## config.mk

```make
export PLATFORM = sky130hd
export DESIGN_NAME = baud_gen
export DESIGN_NICKNAME = d
export VERILOG_FILES = /design/src/rtl/baud_gen.sv
export SDC_FILE = /design/constraint.sdc
export NUM_CORES = 1
export LEC_CHECK = 0
export BUFFER_PORTS_ARGS = -buffer_cell sky130_fd_sc_hd__buf_2
export CELL_PAD_IN_SITES_DETAIL_PLACEMENT = 0
export CELL_PAD_IN_SITES_GLOBAL_PLACEMENT = 1
export CORE_UTILIZATION = 46
export CTS_BUF_LIST = sky130_fd_sc_hd__clkbuf_8
export CTS_CLUSTER_SIZE = 28
export DETAILED_ROUTE_END_ITERATION = 8
export GPL_ROUTABILITY_DRIVEN = 1
export PLACE_DENSITY = 0.77
export REMOVE_ABC_BUFFERS = 1
export SYNTH_ARGS = -nofsm -noshare
export SYNTH_HDL_FRONTEND = slang
export SYNTH_SLANG_ARGS = --single-unit
```

## constraint.sdc

```tcl
create_clock -name clk -period 3.1 [get_ports clk]
set_clock_uncertainty 0.15 [all_clocks]
set_input_delay 0.62 -clock clk [delete_from_list [all_inputs] [get_ports clk]]
set_output_delay 0.62 -clock clk [all_outputs]
set_load 0.005 [all_outputs]
```

## src/rtl/baud_gen.sv

```systemverilog
// Fractional-N baud rate generator.
// Produces an oversample tick every div_int + div_frac/2^FRAC_W clocks on
// average, a baud tick every OSR oversample ticks, and a baud square wave.
// Each interval length is fixed when the interval starts. A phase accumulator
// stretches an interval by one clock whenever the fractional sum carries.
module baud_gen #(
  parameter int CNT_W  = 20,
  parameter int FRAC_W = 4,
  parameter int OSR    = 16
) (
  input  logic                      clk,
  input  logic                      rstn,
  input  logic                      en,
  input  logic [CNT_W-1:0]          div_int,
  input  logic [FRAC_W-1:0]         div_frac,
  input  logic                      load,
  input  logic                      sync,
  output logic                      os_tick,
  output logic                      baud_tick,
  output logic                      baud_clk,
  output logic [$clog2(OSR)-1:0]    os_count,
  output logic                      div_err
);

  localparam int OS_W = $clog2(OSR);

  localparam logic [0:0] S_IDLE = 1'b0;
  localparam logic [0:0] S_RUN  = 1'b1;

  localparam logic [CNT_W-1:0]  CNT_ZERO  = {CNT_W{1'b0}};
  localparam logic [CNT_W-1:0]  CNT_ONE   = CNT_W'(1);
  localparam logic [CNT_W-1:0]  DIV_MIN   = CNT_W'(2);
  localparam logic [CNT_W-1:0]  DIV_RST   = CNT_W'(20);
  localparam logic [FRAC_W-1:0] FRAC_ZERO = {FRAC_W{1'b0}};
  localparam logic [OS_W-1:0]   OS_ZERO   = {OS_W{1'b0}};
  localparam logic [OS_W-1:0]   OS_ONE    = OS_W'(1);
  localparam logic [OS_W-1:0]   OS_LAST   = OS_W'(OSR - 1);

  // State registers
  logic [0:0]        r_state;
  logic [CNT_W-1:0]  r_act_int,  r_pend_int;
  logic [FRAC_W-1:0] r_act_frac, r_pend_frac;
  logic [CNT_W-1:0]  r_cnt;
  logic [CNT_W-1:0]  r_per_m1;
  logic [FRAC_W-1:0] r_acc;
  logic [OS_W-1:0]   r_os_count;
  logic              r_os_tick, r_baud_tick, r_baud_clk, r_div_err;

  // Next-state values
  logic [0:0]        w_nx_state;
  logic [CNT_W-1:0]  w_nx_act_int,  w_nx_pend_int;
  logic [FRAC_W-1:0] w_nx_act_frac, w_nx_pend_frac;
  logic [CNT_W-1:0]  w_nx_cnt, w_nx_per_m1;
  logic [FRAC_W-1:0] w_nx_acc;
  logic [OS_W-1:0]   w_nx_os;
  logic              w_nx_os_tick, w_nx_baud_tick, w_nx_baud_clk, w_nx_div_err;

  // Interval-start arithmetic. A restart (leaving IDLE, or sync) begins from
  // zero phase with the active divisor. A natural interval boundary applies
  // the pending divisor and carries the accumulated phase forward.
  logic              w_restart;
  logic [CNT_W-1:0]  w_st_int;
  logic [FRAC_W-1:0] w_st_frac;
  logic [FRAC_W-1:0] w_st_acc;
  logic [FRAC_W:0]   w_sum;
  logic [CNT_W-1:0]  w_per_m1;
  logic              w_act_ok, w_pend_ok;

  assign w_restart = (r_state == S_IDLE) || sync;
  assign w_st_int  = w_restart ? r_act_int  : r_pend_int;
  assign w_st_frac = w_restart ? r_act_frac : r_pend_frac;
  assign w_st_acc  = w_restart ? FRAC_ZERO  : r_acc;
  assign w_sum     = {1'b0, w_st_acc} + {1'b0, w_st_frac};
  // P-1 = div_int - 1 + carry. This stays within CNT_W bits even when
  // P = 2^CNT_W, so the terminal compare never overflows.
  assign w_per_m1  = w_sum[FRAC_W] ? w_st_int : (w_st_int - CNT_ONE);
  assign w_act_ok  = (r_act_int  >= DIV_MIN);
  assign w_pend_ok = (r_pend_int >= DIV_MIN);

  // Next-state logic: en=0 beats sync, sync beats tick and divisor application.
  always_comb begin
    w_nx_state     = r_state;
    w_nx_act_int   = r_act_int;
    w_nx_act_frac  = r_act_frac;
    w_nx_pend_int  = r_pend_int;
    w_nx_pend_frac = r_pend_frac;
    w_nx_cnt       = r_cnt;
    w_nx_per_m1    = r_per_m1;
    w_nx_acc       = r_acc;
    w_nx_os        = r_os_count;
    w_nx_os_tick   = 1'b0;
    w_nx_baud_tick = 1'b0;
    w_nx_div_err   = 1'b0;
    case (r_state)
      S_IDLE: begin
        if (en && w_act_ok) begin
          w_nx_state  = S_RUN;
          w_nx_cnt    = CNT_ZERO;
          w_nx_os     = OS_ZERO;
          w_nx_per_m1 = w_per_m1;
          w_nx_acc    = w_sum[FRAC_W-1:0];
          // A load on the start edge only affects the following interval.
          if (load) begin
            w_nx_pend_int  = div_int;
            w_nx_pend_frac = div_frac;
          end else begin
            w_nx_pend_int  = r_pend_int;
            w_nx_pend_frac = r_pend_frac;
          end
        end else begin
          w_nx_div_err = en && !w_act_ok;
          if (load) begin
            w_nx_act_int   = div_int;
            w_nx_act_frac  = div_frac;
            w_nx_pend_int  = div_int;
            w_nx_pend_frac = div_frac;
          end else begin
            w_nx_act_int   = r_act_int;
            w_nx_act_frac  = r_act_frac;
          end
        end
      end
      S_RUN: begin
        if (!en) begin
          w_nx_state = S_IDLE;
          w_nx_cnt   = CNT_ZERO;
          w_nx_os    = OS_ZERO;
          w_nx_acc   = FRAC_ZERO;
        end else if (sync) begin
          w_nx_cnt    = CNT_ZERO;
          w_nx_os     = OS_ZERO;
          w_nx_per_m1 = w_per_m1;
          w_nx_acc    = w_sum[FRAC_W-1:0];
        end else if (r_cnt == r_per_m1) begin
          w_nx_os_tick   = 1'b1;
          w_nx_baud_tick = (r_os_count == OS_LAST);
          w_nx_os        = (r_os_count == OS_LAST) ? OS_ZERO : (r_os_count + OS_ONE);
          w_nx_cnt       = CNT_ZERO;
          w_nx_act_int   = r_pend_int;
          w_nx_act_frac  = r_pend_frac;
          // An unusable pending divisor stops the generator; div_err follows.
          if (w_pend_ok) begin
            w_nx_per_m1 = w_per_m1;
            w_nx_acc    = w_sum[FRAC_W-1:0];
          end else begin
            w_nx_state = S_IDLE;
            w_nx_os    = OS_ZERO;
            w_nx_acc   = FRAC_ZERO;
          end
        end else begin
          w_nx_cnt = r_cnt + CNT_ONE;
        end
        if (load) begin
          w_nx_pend_int  = div_int;
          w_nx_pend_frac = div_frac;
        end else begin
          w_nx_pend_int  = r_pend_int;
          w_nx_pend_frac = r_pend_frac;
        end
      end
      default: begin
        w_nx_state = S_IDLE;
        w_nx_cnt   = CNT_ZERO;
        w_nx_os    = OS_ZERO;
        w_nx_acc   = FRAC_ZERO;
      end
    endcase
    w_nx_baud_clk = (w_nx_state == S_RUN) && !w_nx_os[OS_W-1];
  end

  // State and output registers with asynchronous reset.
  always_ff @(posedge clk or negedge rstn) begin
    if (!rstn) begin
      r_state     <= S_IDLE;
      r_act_int   <= DIV_RST;
      r_act_frac  <= FRAC_ZERO;
      r_pend_int  <= DIV_RST;
      r_pend_frac <= FRAC_ZERO;
      r_cnt       <= CNT_ZERO;
      r_per_m1    <= CNT_ZERO;
      r_acc       <= FRAC_ZERO;
      r_os_count  <= OS_ZERO;
      r_os_tick   <= 1'b0;
      r_baud_tick <= 1'b0;
      r_baud_clk  <= 1'b0;
      r_div_err   <= 1'b0;
    end else begin
      r_state     <= w_nx_state;
      r_act_int   <= w_nx_act_int;
      r_act_frac  <= w_nx_act_frac;
      r_pend_int  <= w_nx_pend_int;
      r_pend_frac <= w_nx_pend_frac;
      r_cnt       <= w_nx_cnt;
      r_per_m1    <= w_nx_per_m1;
      r_acc       <= w_nx_acc;
      r_os_count  <= w_nx_os;
      r_os_tick   <= w_nx_os_tick;
      r_baud_tick <= w_nx_baud_tick;
      r_baud_clk  <= w_nx_baud_clk;
      r_div_err   <= w_nx_div_err;
    end
  end

  assign os_tick   = r_os_tick;
  assign baud_tick = r_baud_tick;
  assign baud_clk  = r_baud_clk;
  assign os_count  = r_os_count;
  assign div_err   = r_div_err;

endmodule

```

### Word level (Yosys, flattened, before mapping)

Cells that the tools add are included.

| storage, ports and cells | value |
|---|---|
| register bits | 101 |

| cells by class | value |
|---|---|
| $add $sub $neg | 4 |
| magnitude comparators | 2 |
| equal/unequal tests | 11 |
| muxes and demuxes | 56 |
| bitwise logic cells | 1 |
| reduce and logical (&&, ||, !) cells | 9 |

Operators by type and width:

| kind | number |
|---|---|
| two-way mux 20 bit | 16 |
| one-hot mux 20 bit (2 select lines) | 3 |
| two-way mux 4 bit | 18 |
| >= comparator 20 x 2 -> 1 bit, second input constant | 2 |
| one-hot mux 4 bit (2 select lines) | 3 |
| adder 20 x 1 -> 20 bit, second input constant | 1 |
| equality test 20 bit | 1 |
| subtractor 20 x 1 -> 20 bit, second input constant | 1 |
| two-way mux 1 bit | 15 |
| != test 2 bit, second input constant | 4 |
| != test 3 x 2 -> 1 bit, second input constant | 2 |
| adder 4 x 4 -> 5 bit | 1 |
| AND reduction 5 bit | 1 |
| adder 4 x 1 -> 4 bit, second input constant | 1 |
| equality test 4 bit, second input constant | 1 |
| != test 2 x 1 -> 1 bit, second input constant | 2 |
| != test 4 x 3 -> 1 bit, second input constant | 1 |
| AND reduction 4 bit | 1 |
| logical AND 1 bit | 3 |
| zero test 1 bit | 2 |
| one-hot mux 1 bit (2 select lines) | 1 |
| AND reduction 2 bit | 1 |
| logical OR 1 bit | 1 |
| inverter 1 bit | 1 |

### Logic depth before layout (Yosys ltp)

| logic depth | value |
|---|---|
| word-level depth | 10 |
| mapped depth | 16 |

### Least setup slack after synthesis

Ideal clock, no wire load.

| timing path | value |
|---|---|
| kind | input port to flip-flop |
| start | input sync |
| end | register r_per_m1[19] |
| setup time | 125 ps |
| data arrival time | 3149 ps |
| data required time | 2825 ps |
| path slack | -324 ps |
| cell stages on the path | 16 |
| buffers on the path | 4 |
| cells stage by stage | nand2b_1 -> buf_6 -> buf_6 -> buf_1 -> nand2_1 -> nand2_1 -> ha_1 -> inv_1 -> fa_1 -> nand2b_1 -> o2bb2ai_1 -> o211a_1 -> buf_2 -> nand4_1 -> xor2_1 -> mux2_2 |

| between the ends | value |
|---|---|
| longest elaborated chain between the ends | 9 |

RTL lines:

| what | line | source |
|---|---|---|
| from (decl) | 17 | `input logic sync,` |
| logical OR 1 bit | 69 | `assign w_restart = (r_state == S_IDLE) \|\| sync;` |
| two-way mux 20 bit (tied with other cells) | 70 | `assign w_st_int = w_restart ? r_act_int : r_pend_int;` |
| subtractor 20 x 1 -> 20 bit or adder 4 x 4 -> 5 bit (tied branches) | 76, 73 |  |
| two-way mux 20 bit | 76 | `assign w_per_m1 = w_sum[FRAC_W] ? w_st_int : (w_st_int - CNT_ONE);` |
| two-way mux 20 bit | 142 | `if (w_pend_ok) begin` |
| two-way mux 20 bit | 134 | `end else if (r_cnt == r_per_m1) begin` |
| two-way mux 20 bit | 129 | `end else if (sync) begin` |
| two-way mux 20 bit | 124 | `if (!en) begin` |
| one-hot mux 20 bit (2 select lines) | 94 | `case (r_state)` |
| to (signal assigned) | 194 | `r_per_m1 <= w_nx_per_m1;` |
| to (decl) | 44 | `logic [CNT_W-1:0] r_per_m1;` |

Several ways; a longest one is shown, not always the timed one. The select of a mux whose other input is x is not followed.
A chain may end at the register's enable or synchronous reset.

### Worst setup path after layout

| timing path | value |
|---|---|
| start | register r_state |
| end | register r_per_m1[19] |

| between the ends | value |
|---|---|
| longest elaborated chain between the ends | 10 |

RTL lines:

| what | line | source |
|---|---|---|
| from (decl) | 40 | `logic [0:0] r_state;` |
| from (signal assigned) | 188 | `r_state <= w_nx_state;` |
| inverter 1 bit | - |  |
| logical OR 1 bit | 69 |  |
| two-way mux 20 bit (tied with other cells) | 70 |  |
| subtractor 20 x 1 -> 20 bit or adder 4 x 4 -> 5 bit (tied branches) | 76, 73 |  |
| two-way mux 20 bit | 76 |  |
| two-way mux 20 bit | 142 |  |
| two-way mux 20 bit | 134 |  |
| two-way mux 20 bit | 129 |  |
| two-way mux 20 bit | 124 |  |
| one-hot mux 20 bit (2 select lines) | 94 |  |

Several ways; a longest one is shown, not always the timed one. The select of a mux whose other input is x is not followed.

==> impl_results.md <==
- I/O pins: 37
- Most instantiated cells after synthesis: 97 x dfrtp_1, 75 x mux2_2, 47 x nor2_1
- Inst Count DP: about 740
- Worst R2R End: r_per_m1[19]$_DFFE_PN0P_
- Synth area leaders: dfrtp_1 42%, mux2_2 14%, xor2_1 6.3%, mux2i_1 5.0%, mux2_1 4.0%
- Ys flop type: dfrtp_1
- Period Utilization, post-route: between 90% and 100%
- Fin Setup TNS: 0 ns
- Slew headroom: 50.50%
- Drt drc: 0
- Initial Utilization: 47.84%
- Die H: between 100 and 150 µm
- # setup viols final: 0
- Clock transition at path regs: 0.10 ns
- FF-to-FF path depth: 11
- Die area: approximately 13000 µm²
- Min Tclk post-route: 2.883 ns
- Final hold violation count: 0
- GR Overflow Total: 0
- Avg WL per Cell: 17.43 µm
- Area leader, netlist: dfrtp_1
- First-pass GRT wire length: 21840 µm
- Largest net degree at the start of global routing: 56
- Clock sink count: ~100
- Crit-path max FO: 10
- Worst R2R Setup Slack: 0.22 ns
- Gpl congestion: 0.8585
- Synth Register Bits: 101
- GR Util All Layers: 21.87%
- DR pass1 iterations: 4
- Hold Buf Count CTS: 0
- Via count: 4146
- Initial DRC count: 227
- Layout fillers: 1112
- Skew-Pair Late Insertion Delay: 0.39 ns
- Clock Path Buffers: 2
- Vias in the first global route: 4062
- Area share of the largest cell type after synthesis: ~42%
- Mapped Avg Cell Area: 10.98 µm²
- Arrival @ worst endpoint: 3.02 ns
- # Max-Cap Violations: 0
- Layout cells sized above 1: 28.98%
- H-tree levels: 3
- Antenna diodes: 0
- Core Area: around 12000 µm²
- # Post-CTS Setup Buffers: 0
- CTS buffer count: 9
- Fmax achieved: 0.3468 GHz
- Die W: 114.7 µm
- Max-slew violations: 0
- Worst Max-Slew Pin Slew: about 0.74 ns
- DP Wirelength: 9736 µm
- Post_cts resized: 0
- Cell Area, Synth: approximately 5800 µm²
- Status: finished, final reports clean
- Peak supply drop: 343.7 µV
- Routed WL: 13210 µm
- RSZ-0062 raised after global routing: false
- Fraction of registers with async set/reset: 100.0%
- Crit path required time: around 3.2 ns
- Area of the multi-input gates: 3166 µm²
- Root buf cell: clkbuf_8
- Post-synth cell types: 54
- Sequential area share after synthesis: 43.35%
- Worst hold-check path type: in2async
- Synth-to-Final Area Change: 11.78%
- Number of synthesized flops with an enable pin: 0
- Register Area: approximately 2500 µm²
- Rows: 40
- Leak Pwr: 0.002902 µW
- Antenna violations before repair: 0
- Ys Warns: 0
- PortBufs: 36
- Most instantiated library cell after synthesis: dfrtp_1
- Util after Layout: 53.47%
- WS Path Type: reg2reg
- Cell count after synthesis: 532
- Power density cells: about 520 nW/µm²
- Nets: 622
- Vias per cell: 5.470
- Layout Cells excl Fill: between 700 and 800
- Endpoint class of the critical path: register
- CTS tree: yes
- Remaining antenna violation count: 0
- Critical path launch point type: register
- R2R Path Start: r_state$_DFF_PN0_
sequential cells by signal (all words and copies together), names as in the netlist:
| signal | count |
|---|---|
| r_acc | 4 |
| r_act_frac | 4 |
| r_pend_frac | 4 |
| r_act_int | 20 |
| baud_tick | 1 |
| div_err | 1 |
| r_per_m1 | 20 |
| os_tick | 1 |
| r_state | 1 |
| r_cnt | 20 |
| r_pend_int | 20 |
| os_count | 4 |
| baud_clk | 1 |
power breakdown:
group / total, µW / internal, µW / leakage (µW) / switching (µW)
sequential: 1750 / 1540 / 0.00125 / 206
clock: 822 / 364 / 0.000101 / 459
combinational: 858 / 448 / 0.00156 / 410
through the flow:
stage	hold slack, ns	total power, µW	setup slack (ns)	area (µm²)
2_1_floorplan	0.1744	2296	-1.309	5725
3_3_place_gp	0.3318	2595	-0.04511	6346
3_5_place_dp	0.3227	2630	-0.1221	6346
4_1_cts	0.1581	3457	0.2085	6530
5_1_grt	0.1825	3629	0.04007	6530
6_report	0.1482	3426	0.2167	6530
critical path, stage by stage (launching register included):
cell and delay (ns):
dfrtp_1 0.45, and2b_1 0.25, and2_1 0.19, ha_1 0.19, inv_1 0.07, fa_1 0.18, nand2b_1 0.11, o2bb2ai_1 0.19
o211a_1 0.40, nand4_1 0.16, xor2_1 0.19, mux2_2 0.26
per-layer routing:
metal  vias to the layer above  GRT usage, %  share of wire [%]
met2                        71         35.52                 48
li1                       2002             -                  -
met5                         -             0                  0
met1                      2063         28.93                 47
met4                         0         5.628               0.96
met3                        10         5.929                3.8
cell type report:
cell class,count,share of cell area (%)
clock buffers,9,1.897
clock inverters,7,0.9197
inverters,8,0.4599
multi-input cells,399,48.48
flip-flops and latches,101,38.78
well taps,168,3.219
repair buffers,66,6.246
kinds of logic (layout without fill, tap and decap cells):
group | Yosys count | after routing | share of synthesized area, %
buffers and inverters | 32 | 90 | 2.506
XOR/XNOR | 53 | 53 | 7.946
flip-flops | 101 | 101 | 43.35
adder cells (fa/ha/maj) | 8 | 8 | 1.842
AO/OA/AOI/OAI | 55 | 55 | 6.019
multiplexers | 128 | 128 | 24.37
AND/OR/NAND/NOR | 155 | 155 | 13.96
layout by cell type (no fill, tap or decap), types with 6 or more instances in the layout:
cell / count
buf_4: 31
buf_2: 35
inv_1: 10
nand2_1: 28
nand4_1: 11
xor2_1: 42
nand3_1: 11
clkbuf_8: 9
nor3_1: 12
nor4_1: 10
a21oi_1: 13
mux2i_1: 29
mux2_2: 75
mux2_1: 21
nor2_1: 47
ha_1: 7
xnor2_1: 11
or3_1: 6
and2_1: 7
dfrtp_1: 97
o21ai_0: 20
worst max path at each step:
stage | startpoint | to | slack, ns
5_1_grt | r_state$_DFF_PN0_ | r_per_m1[4]$_DFFE_PN0P_ | 0.04
4_1_cts | r_state$_DFF_PN0_ | r_per_m1[19]$_DFFE_PN0P_ | 0.21
6_report | r_state$_DFF_PN0_ | r_per_m1[19]$_DFFE_PN0P_ | 0.22
3_5_place_dp | sync | r_per_m1[12]$_DFFE_PN0P_ | -0.12
2_1_floorplan | r_state$_DFF_PN0_ | r_per_m1[19]$_DFFE_PN0P_ | -1.31
3_3_place_gp | sync | r_per_m1[12]$_DFFE_PN0P_ | -0.05
Note: power is estimated with default switching activity, not from simulation.
